File: src/rtl/booth_seq_mul_pkg.sv
// Shared types and helpers for the radix-4 Booth sequential multiplier.
//   state_e       : FSM states (IDLE, BUSY, DONE)
//   booth_digit_e : recoded Booth digit in {-2,-1,0,+1,+2}
//   iter_count()  : number of radix-4 steps for a given operand width
package booth_seq_mul_pkg;

    typedef enum logic [1:0] {
        IDLE = 2'd0,
        BUSY = 2'd1,
        DONE = 2'd2
    } state_e;

    typedef enum logic [2:0] {
        ZERO = 3'd0,
        POS1 = 3'd1,
        POS2 = 3'd2,
        NEG1 = 3'd3,
        NEG2 = 3'd4
    } booth_digit_e;

    // Operands are extended by 2 bits, so (width+2)/2 digits cover them.
    function automatic int iter_count(input int width);
        return (width + 2) / 2;
    endfunction

endpackage

File: src/rtl/booth_r4_encoder.sv
// Radix-4 Booth recoder (combinational).
//   triplet : {y[2i+1], y[2i], y[2i-1]}
//   digit   : recoded digit
module booth_r4_encoder
    import booth_seq_mul_pkg::*;
(
    input  logic [2:0]   triplet,
    output booth_digit_e digit
);

    always_comb begin
        digit = ZERO;
        unique case (triplet)
            3'b000, 3'b111: digit = ZERO;
            3'b001, 3'b010: digit = POS1;
            3'b011:         digit = POS2;
            3'b100:         digit = NEG2;
            3'b101, 3'b110: digit = NEG1;
            default:        digit = ZERO;
        endcase
    end

endmodule

File: src/rtl/booth_seq_multiplier.sv
// Radix-4 Booth sequential multiplier, valid/ready on both sides.
// One Booth digit per cycle; K = (WIDTH+2)/2 cycles per product.
// Optional macro BOOTH_SEQ_MUL_EARLY_TERM_EN: finish as soon as the
// unscanned multiplier bits are all equal (remaining digits are zero).
// Ports:
//   clk, rst                      : clock, synchronous active-high reset
//   src_valid/src_ready           : operand handshake
//   multiplicand, multiplier      : WIDTH-bit operands
//   is_signed                     : 1 = two's complement, 0 = unsigned
//   dest_valid/dest_ready/product : 2*WIDTH-bit result handshake
module booth_seq_multiplier
    import booth_seq_mul_pkg::*;
#(
    parameter int WIDTH = 16
) (
    input  logic                 clk,
    input  logic                 rst,
    input  logic                 src_valid,
    output logic                 src_ready,
    input  logic [WIDTH-1:0]     multiplicand,
    input  logic [WIDTH-1:0]     multiplier,
    input  logic                 is_signed,
    output logic                 dest_valid,
    input  logic                 dest_ready,
    output logic [2*WIDTH-1:0]   product
);

    localparam int XW = WIDTH + 2;          // extended operand width
    localparam int AW = 2 * XW + 1;         // accumulator width
    localparam int K  = iter_count(WIDTH);
    localparam int CW = $clog2(K + 1);

    state_e               state_q, state_d;
    logic [XW-1:0]        a_q, a_d, y_q, y_d;
    logic [AW-1:0]        acc_q, acc_d;
    logic [CW-1:0]        cnt_q, cnt_d;
    logic [2*WIDTH-1:0]   product_q, product_d;
    logic                 dest_valid_q, dest_valid_d;

    logic [XW:0]          y_ext;
    logic [2:0]           triplet;
    booth_digit_e         digit;
    logic [XW:0]          a_sx, pp, sum_hi;
    logic [AW-1:0]        acc_step, acc_next;
    logic                 step_done;
    int                   tidx;
`ifdef BOOTH_SEQ_MUL_EARLY_TERM_EN
    logic [XW-1:0]        y_hi;
    int                   y_sh, rem_sh;
`endif

    // Triplet for step i is y[2i+1:2i-1]; y_ext carries the implicit y[-1] = 0.
    always_comb begin
        y_ext   = {y_q, 1'b0};
        tidx    = 2 * int'(cnt_q);
        triplet = y_ext[tidx +: 3];
    end

    booth_r4_encoder u_enc (
        .triplet (triplet),
        .digit   (digit)
    );

    // One Booth step: add digit*A into the upper half, then shift right by 2.
    always_comb begin
        a_sx = {a_q[XW-1], a_q};
        unique case (digit)
            POS1:    pp = a_sx;
            POS2:    pp = a_sx << 1;
            NEG1:    pp = -a_sx;
            NEG2:    pp = -(a_sx << 1);
            default: pp = '0;
        endcase
        sum_hi   = acc_q[AW-1:XW] + pp;
        acc_step = $signed({sum_hi, acc_q[XW-1:0]}) >>> 2;
`ifdef BOOTH_SEQ_MUL_EARLY_TERM_EN
        // y is already sign/zero extended, so an arithmetic shift leaves
        // all-zeros or all-ones exactly when the unscanned bits agree.
        y_sh      = 2 * int'(cnt_q) + 1;
        y_hi      = $signed(y_q) >>> y_sh;
        step_done = (y_hi == '0) || (&y_hi);
        rem_sh    = 2 * (K - 1 - int'(cnt_q));
        acc_next  = $signed(acc_step) >>> rem_sh;
`else
        step_done = (cnt_q == CW'(K - 1));
        acc_next  = acc_step;
`endif
    end

    always_comb begin
        state_d      = state_q;
        a_d          = a_q;
        y_d          = y_q;
        acc_d        = acc_q;
        cnt_d        = cnt_q;
        product_d    = product_q;
        dest_valid_d = dest_valid_q;
        src_ready    = 1'b0;
        unique case (state_q)
            IDLE: begin
                src_ready = 1'b1;
            end
            BUSY: begin
                acc_d = acc_next;
                cnt_d = cnt_q + CW'(1);
                if (step_done) begin
                    state_d      = DONE;
                    product_d    = acc_next[2*WIDTH-1:0];
                    dest_valid_d = 1'b1;
                end
            end
            DONE: begin
                src_ready = dest_ready;
                if (dest_ready) begin
                    dest_valid_d = 1'b0;
                    state_d      = IDLE;
                end
            end
            default: state_d = IDLE;
        endcase
        // Capture shared by IDLE and the DONE->BUSY back-to-back path.
        if (src_ready && src_valid) begin
            state_d = BUSY;
            a_d     = is_signed ? {{2{multiplicand[WIDTH-1]}}, multiplicand}
                                : {2'b00, multiplicand};
            y_d     = is_signed ? {{2{multiplier[WIDTH-1]}}, multiplier}
                                : {2'b00, multiplier};
            acc_d   = '0;
            cnt_d   = '0;
        end
        if (rst) src_ready = 1'b0;
    end

    always_ff @(posedge clk) begin
        if (rst) begin
            state_q      <= IDLE;
            a_q          <= '0;
            y_q          <= '0;
            acc_q        <= '0;
            cnt_q        <= '0;
            product_q    <= '0;
            dest_valid_q <= 1'b0;
        end else begin
            state_q      <= state_d;
            a_q          <= a_d;
            y_q          <= y_d;
            acc_q        <= acc_d;
            cnt_q        <= cnt_d;
            product_q    <= product_d;
            dest_valid_q <= dest_valid_d;
        end
    end

    assign dest_valid = dest_valid_q;
    assign product    = product_q;

endmodule

File: config.mk
export PLATFORM = sky130hd
export DESIGN_NAME = booth_seq_multiplier
export DESIGN_NICKNAME = d
export VERILOG_FILES = /design/src/rtl/booth_seq_mul_pkg.sv /design/src/rtl/booth_r4_encoder.sv /design/src/rtl/booth_seq_multiplier.sv
export SDC_FILE = /design/constraint.sdc
export NUM_CORES = 1
export LEC_CHECK = 0
export BUFFER_PORTS_ARGS = -buffer_cell sky130_fd_sc_hd__buf_2
export CAP_MARGIN = 10
export CORE_MARGIN = 2
export CORE_UTILIZATION = 50
export CTS_BUF_LIST = sky130_fd_sc_hd__clkbuf_4
export DETAILED_ROUTE_END_ITERATION = 7
export PLACE_DENSITY = 0.82
export RECOVER_POWER = 100
export SLEW_MARGIN = 15
export SYNTH_ARGS = -nofsm -noshare
export SYNTH_HDL_FRONTEND = slang
export SYNTH_SLANG_ARGS = --single-unit
export TNS_END_PERCENT = 1
File: constraint.sdc
create_clock -name clk -period 5.1 [get_ports clk]
set_input_delay 1.02 -clock clk [delete_from_list [all_inputs] [get_ports clk]]
set_output_delay 1.02 -clock clk [all_outputs]
set_load 0.005 [all_outputs]
After elaboration in Yosys (flattened, before gate mapping). Memory sizes are Yosys's and may differ from the RTL's. Cells that the tools add are included.

Add/sub/neg operators: 4. Multiply operators: 0. Div/mod/pow operators: 0. Magnitude comparators: 0. Eq/ne operators: 12. Shift-type cells: 1. Mux-type cells: 12. Bitwise gates (word level): 1. Reduce and logical (&&, ||, !) cells: 8.

Operators by type and width (count): $pmux 19 s4 (1); $neg 19->19 (2); $mux 18 (2); $add 19x19->19 (1); $shiftx 19x6->3 (1); $reduce_and 3->1 (3); $eq 3x2->1 const B (2); $ne 2x2->1 const B (3); $ne 3x3->1 const B (2); $pmux 2 s3 (1); $add 4x1->4 const B (1); $eq 4x4->1 const B (1); $mux 1 (4); $mux 2 (2); $pmux 1 s2 (2); $eq 3x1->1 const B (1); $eq 3x3->1 const B (1); $eq 2x1->1 const B (1); $eq 2x2->1 const B (1); $logic_not 2->1 (1); $reduce_and 2->1 (1); $reduce_bool 2->1 (1); $reduce_or 2->1 (1); $logic_and 1x1->1 (1); $not 1->1 (1).

Register bits: 110. Bits in latches: 0. Memory bits (writable): 0. ROM bits: 24. Input port bits: 37. Logic and storage cells: 47. Memories kept: 1.

Memory list: (no name shown) (depth 8, bits a word 3, read ports 1, clocked after memory_dff 0, write ports 0, RTL line booth_r4_encoder.sv:13) `unique case (triplet)`.

Logic depth before layout (Yosys ltp).
Depth after elaboration: 5. Depth in mapped cells: 27. Gate-level depth less buffers: 25.

Modules after synthesis. From an unflattened synthesis, not the netlist that was laid out.

Cells, all modules: 773. Area total of the unflattened synthesis: 5849.4 um^2.

Modules (own cells, without submodules): booth_seq_multiplier (instances 1, cells each 767, area an instance 5794.3 um^2); booth_r4_encoder (instances 1, cells each 6, area an instance 55.1 um^2).

Worst setup path after synthesis. No wires, ideal clock.

Path type: flip-flop to flip-flop. From: register cnt_q[1]. To: register product_q[29], in the netlist product[29]. Library setup time: 0.132 ns. Data arrival time: 4.843 ns. Data required time: 4.968 ns. Path slack: 0.125 ns. Cell stages (with the launch flop): 27. Path buffers: 3. Period minus slack after synthesis: 4.975 ns. Path through: dfxtp_1 > clkbuf_1 > mux2_2 > nand2_1 > a21oi_1 > a31oi_1 > nor2_1 > a21oi_1 > inv_1 > ha_1 > inv_1 > a31oi_1 > mux2_2 > o21a_1 > clkbuf_1 > buf_1 > a221oi_1 > inv_1 > ha_1 > a21o_1 > a21o_1 > a21oi_1 > o21ai_0 > or2_2 > a311o_1 > nand3_1 > a21oi_1.

Cells in the longest elaborated chain, start to end: 5.

Ends and longest elaborated chain: start, declared (RTL line booth_seq_multiplier.sv:36) `logic [CW-1:0] cnt_q, cnt_d;`; start signal, assigned (RTL line booth_seq_multiplier.sv:148) `cnt_q <= cnt_d;`; $shiftx 19x6->3 (RTL line booth_seq_multiplier.sv:56) `triplet = y_ext[tidx +: 3];`; $mem_v2 8x3; $eq 3x3->1 (tied with other cells) (RTL line booth_seq_multiplier.sv:67) `unique case (digit)`; $pmux 19 s4 (RTL line booth_seq_multiplier.sv:67); $add 19x19->19 (RTL line booth_seq_multiplier.sv:74) `sum_hi = acc_q[AW-1:XW] + pp;`; end signal, assigned (RTL line booth_seq_multiplier.sv:149) `product_q <= product_d;`; end, declared (RTL line booth_seq_multiplier.sv:37) `logic [2*WIDTH-1:0] product_q, product_d;`.

Parallel ways exist; a longest one is shown, timed or not. A chain may end at the register's enable or synchronous reset.

Final worst setup path.
From: register cnt_q[0]. To: register product_q[29], in the netlist product[29].

The elaborated chain is that of the path after synthesis.

==> metrics <==
post-route ant nets 0; Place WS 0.0792 ns; Worst Slack Setup Final 0.274 ns; Nets 909; setup TNS 0 ns; Initial Utilization 51.0%; Max transition margin -17.9%; Synth area leader dfxtp_1; hold path cells 2; Yosys top cell area share 36.8%; Multi-input gate area 3420 sq um; Slew Limit Fails 43; CTS tree done; Post-Syn Area per Cell 7.25 sq um; vias in the first global route 4961; CP startpoint cnt_q[0]; Detail Placement HPWL 9.29 mm; I/O pin cnt 71; power after layout 0.00158 W; Post-synth EDFFs 0; post-synthesis simple-gate area fraction 26.0%; Post-synth top cells 237 x nand2_1, 130 x a21oi_1, 106 x dfxtp_1, 45 x nor2_1, 44 x clkbuf_1; CP Cell Sequence mux4_2 -> nor2b_1 -> a21oi_1 -> inv_1 -> ha_1 -> inv_1 -> a31oi_1 -> mux2_2 -> o21a_2 -> buf_4 -> nand2_1 -> nand2_1 -> a22oi_1 -> o21ai_0 -> ha_1 -> a21o_1 -> a21oi_1 -> o21ai_0 -> or2_2 -> a311o_1 -> nand3_1 -> a21oi_1; Main synth FF type dfxtp_1; clk_lat worst skew 0.49 ns; Max Root-Sink Buffers 2; ys async rst share 0%; XOR/XNOR share of the synthesized area 3.04%; Cells after Synth 796; H-tree depth 3; Synth cell types 55; CP max FO 10; grt total ovfl 0; max-cap viol count 1; final hold vios 0; Die Area 12400 sq um; clk sink count 106; drt drc 0; failing checks max-capacitance violations, max-slew violations; crit path time final 4.83 ns; Final Instance Area 6400 sq um; Hold Crit Class flip-flop to flip-flop; Ant. Diodes 0; Avg WL per Cell 13.2 um; Via Count 5514; Area Growth Syn to Fin 10.8%; R2R depth 22; die extent in y 111 um; first-pass GRT wire length 22.1 mm; Clock Tree Root clkbuf_4; Fill cells 1091; largest net degree at the start of global routing 43; reg-to-reg slack, setup 0.27 ns; CTS Hold Buffers Added 0; Site Rows 39; Highest Clock Rate 207 MHz; Slew @ Worst Pin 1.77 ns; post-synthesis mux area share 3.06%; All-Layer GR Usage 20.9%; layout cells sized above 1 14.9%; FF-to-FF Start cnt_q[0]; Register Area 2130 sq um; Die X-Extent 111 um; Routed WL 13.1 mm; Mapped Nets 858; Synth Area in Compound Gates 21.1%; top post-synthesis cells by area dfxtp_1 37%, nand2_1 15%, a21oi_1 11%, ha_1 5.2%, o21ai_0 3.7%; top-count cell post-synth nand2_1; clk_skew 0.0199 ns; Crit. path cell count 22; core outline area 11300 sq um; Worst Hold Margin 0.462 ns; Crit Reg-Reg Endpoint product[29]; port buffer count 70; Leak 2.59 nW; #FFs+latches synth 106; power per cell area 247 nW/um^2; initial antenna violation count 0; crit path buf inv count 3; RSZ-0062 raised after global routing true; DR pass1 iterations 8; critical path's most frequent cell a21oi_1; crit start category flip-flop; Post-Synth Adder-Cell Area 5.55%; Ys Warns 0; register area share after synthesis 36.8%; mapped cell area 5770 sq um; CP Data Required Time 5.44 ns; clk slew on worst S/H paths 0.17 ns; gpl congestion 0.982; Num CTS Buffers 9; vias per std cell 5.54; largest family of logic cells by synthesized area simple AND/OR/NAND/NOR gates; CP arrival 5.16 ns; CP max stage delay 0.49 ns; Placed Area 6230 sq um; DR iter-0 viols 413; crit path kind flip-flop to flip-flop; crit end category flip-flop; critical path's top delay family compound AO/OA/AOI/OAI gates; Final Cycle Share 94.6%; crit path to product[29]; slowest stage cell, crit path mux4_2; Max VDD drop 191 uV; Setup-failing EPs final 0; status complete, but fails checks
metrics by stage:
| step | util [%] | std cells |
|---|---|---|
| after CTS | 56.1 | 992 |
| after global routing | 56.5 | 995 |
| after floorplan | - | 796 |
| after detailed placement | 55.0 | 976 |
| after global placement | 55.0 | 976 |
| final | 56.5 | 995 |
layout by cell type, fill, tap and decap left out, types with 3 or more instances in the layout:
| cell type | count |
|---|---|
| buf_4 | 19 |
| nand2_1 | 237 |
| mux2i_1 | 3 |
| inv_6 | 3 |
| o21ai_0 | 42 |
| buf_2 | 69 |
| clkbuf_4 | 9 |
| nor3_1 | 16 |
| clkbuf_1 | 3 |
| inv_1 | 12 |
| nand3_1 | 11 |
| nand2b_1 | 7 |
| nand3b_1 | 4 |
| a21oi_1 | 130 |
| nor2b_1 | 9 |
| mux4_2 | 5 |
| xnor2_1 | 12 |
| ha_1 | 23 |
| mux2_2 | 3 |
| a22oi_1 | 7 |
| a211oi_1 | 5 |
| a21o_1 | 8 |
| nor2_1 | 44 |
| o221ai_1 | 4 |
| xor2_1 | 8 |
| dfxtp_1 | 105 |
| and2_1 | 3 |
| a31oi_1 | 4 |
tightest hold or removal path, stage by stage (launching register included):
cell	delay, ns
dfxtp_1	0.34
nand2_1	0.05
a21oi_1	0.05
layout make-up:
type | count | share of cell area (%)
tap | 143 | 2.80
multi-input combinational | 627 | 53.5
clock inverter | 7 | 0.900
timing repair buffer | 91 | 7.81
clock buffer | 9 | 1.06
inverter | 12 | 0.704
sequential | 106 | 33.2
sequential cells by signal, indices dropped and copies added (netlist names):
name and cells:
y_q 17, state_q 2, dest_valid 1, acc_q 33, cnt_q 4, product 32
a_q 17
power by group:
group | switching (W) | leakage [nW] | internal [W]
Clock | 0.000303 | 0.0726 | 0.000110
Combinational | 0.000179 | 1.65 | 0.000109
Sequential | 0.0000249 | 0.861 | 0.000851
Total | 0.000506 | 2.59 | 0.00107
layer usage:
layer	up-vias	part of all wire [%]	routed length (um)	global-route usage (%)
li1	2811	-	-	-
met1	2516	47	6200	27.8
met2	162	45	5940	34.3
met3	25	5.6	730	4.19
met4	0	1.8	233	7.00
met5	-	0	0	0
worst min path at each step:
stage | from | endpoint | slack, ns
finish | product[11] | product[11] | 0.46
global route | product[9] | product[9] | 0.49
CTS | acc_q[3] | product[1] | 0.46
detailed placement | product[16] | product[16] | 0.45
global placement | product[14] | product[14] | 0.44
floorplan | acc_q[2] | product[0] | 0.43
cells by family (layout without fill, tap and decap cells):
group	count (synthesis)	after routing
mux	11	11
xor+xnor	20	20
buf+inv	63	119
compound gates	218	218
simple gates	353	353
flops	106	106
fa+ha+maj	25	25
repair_timing:
action / 4_1_cts / 5_1_grt
endpoints found under the setup margin: 1 / 11
setup buffers: 0 / 3
gates resized for setup: 1 / 8
pin swaps: 0 / 2
endpoints found under the hold margin: 0 / 0
Note: power is estimated with default switching activity, not from simulation.
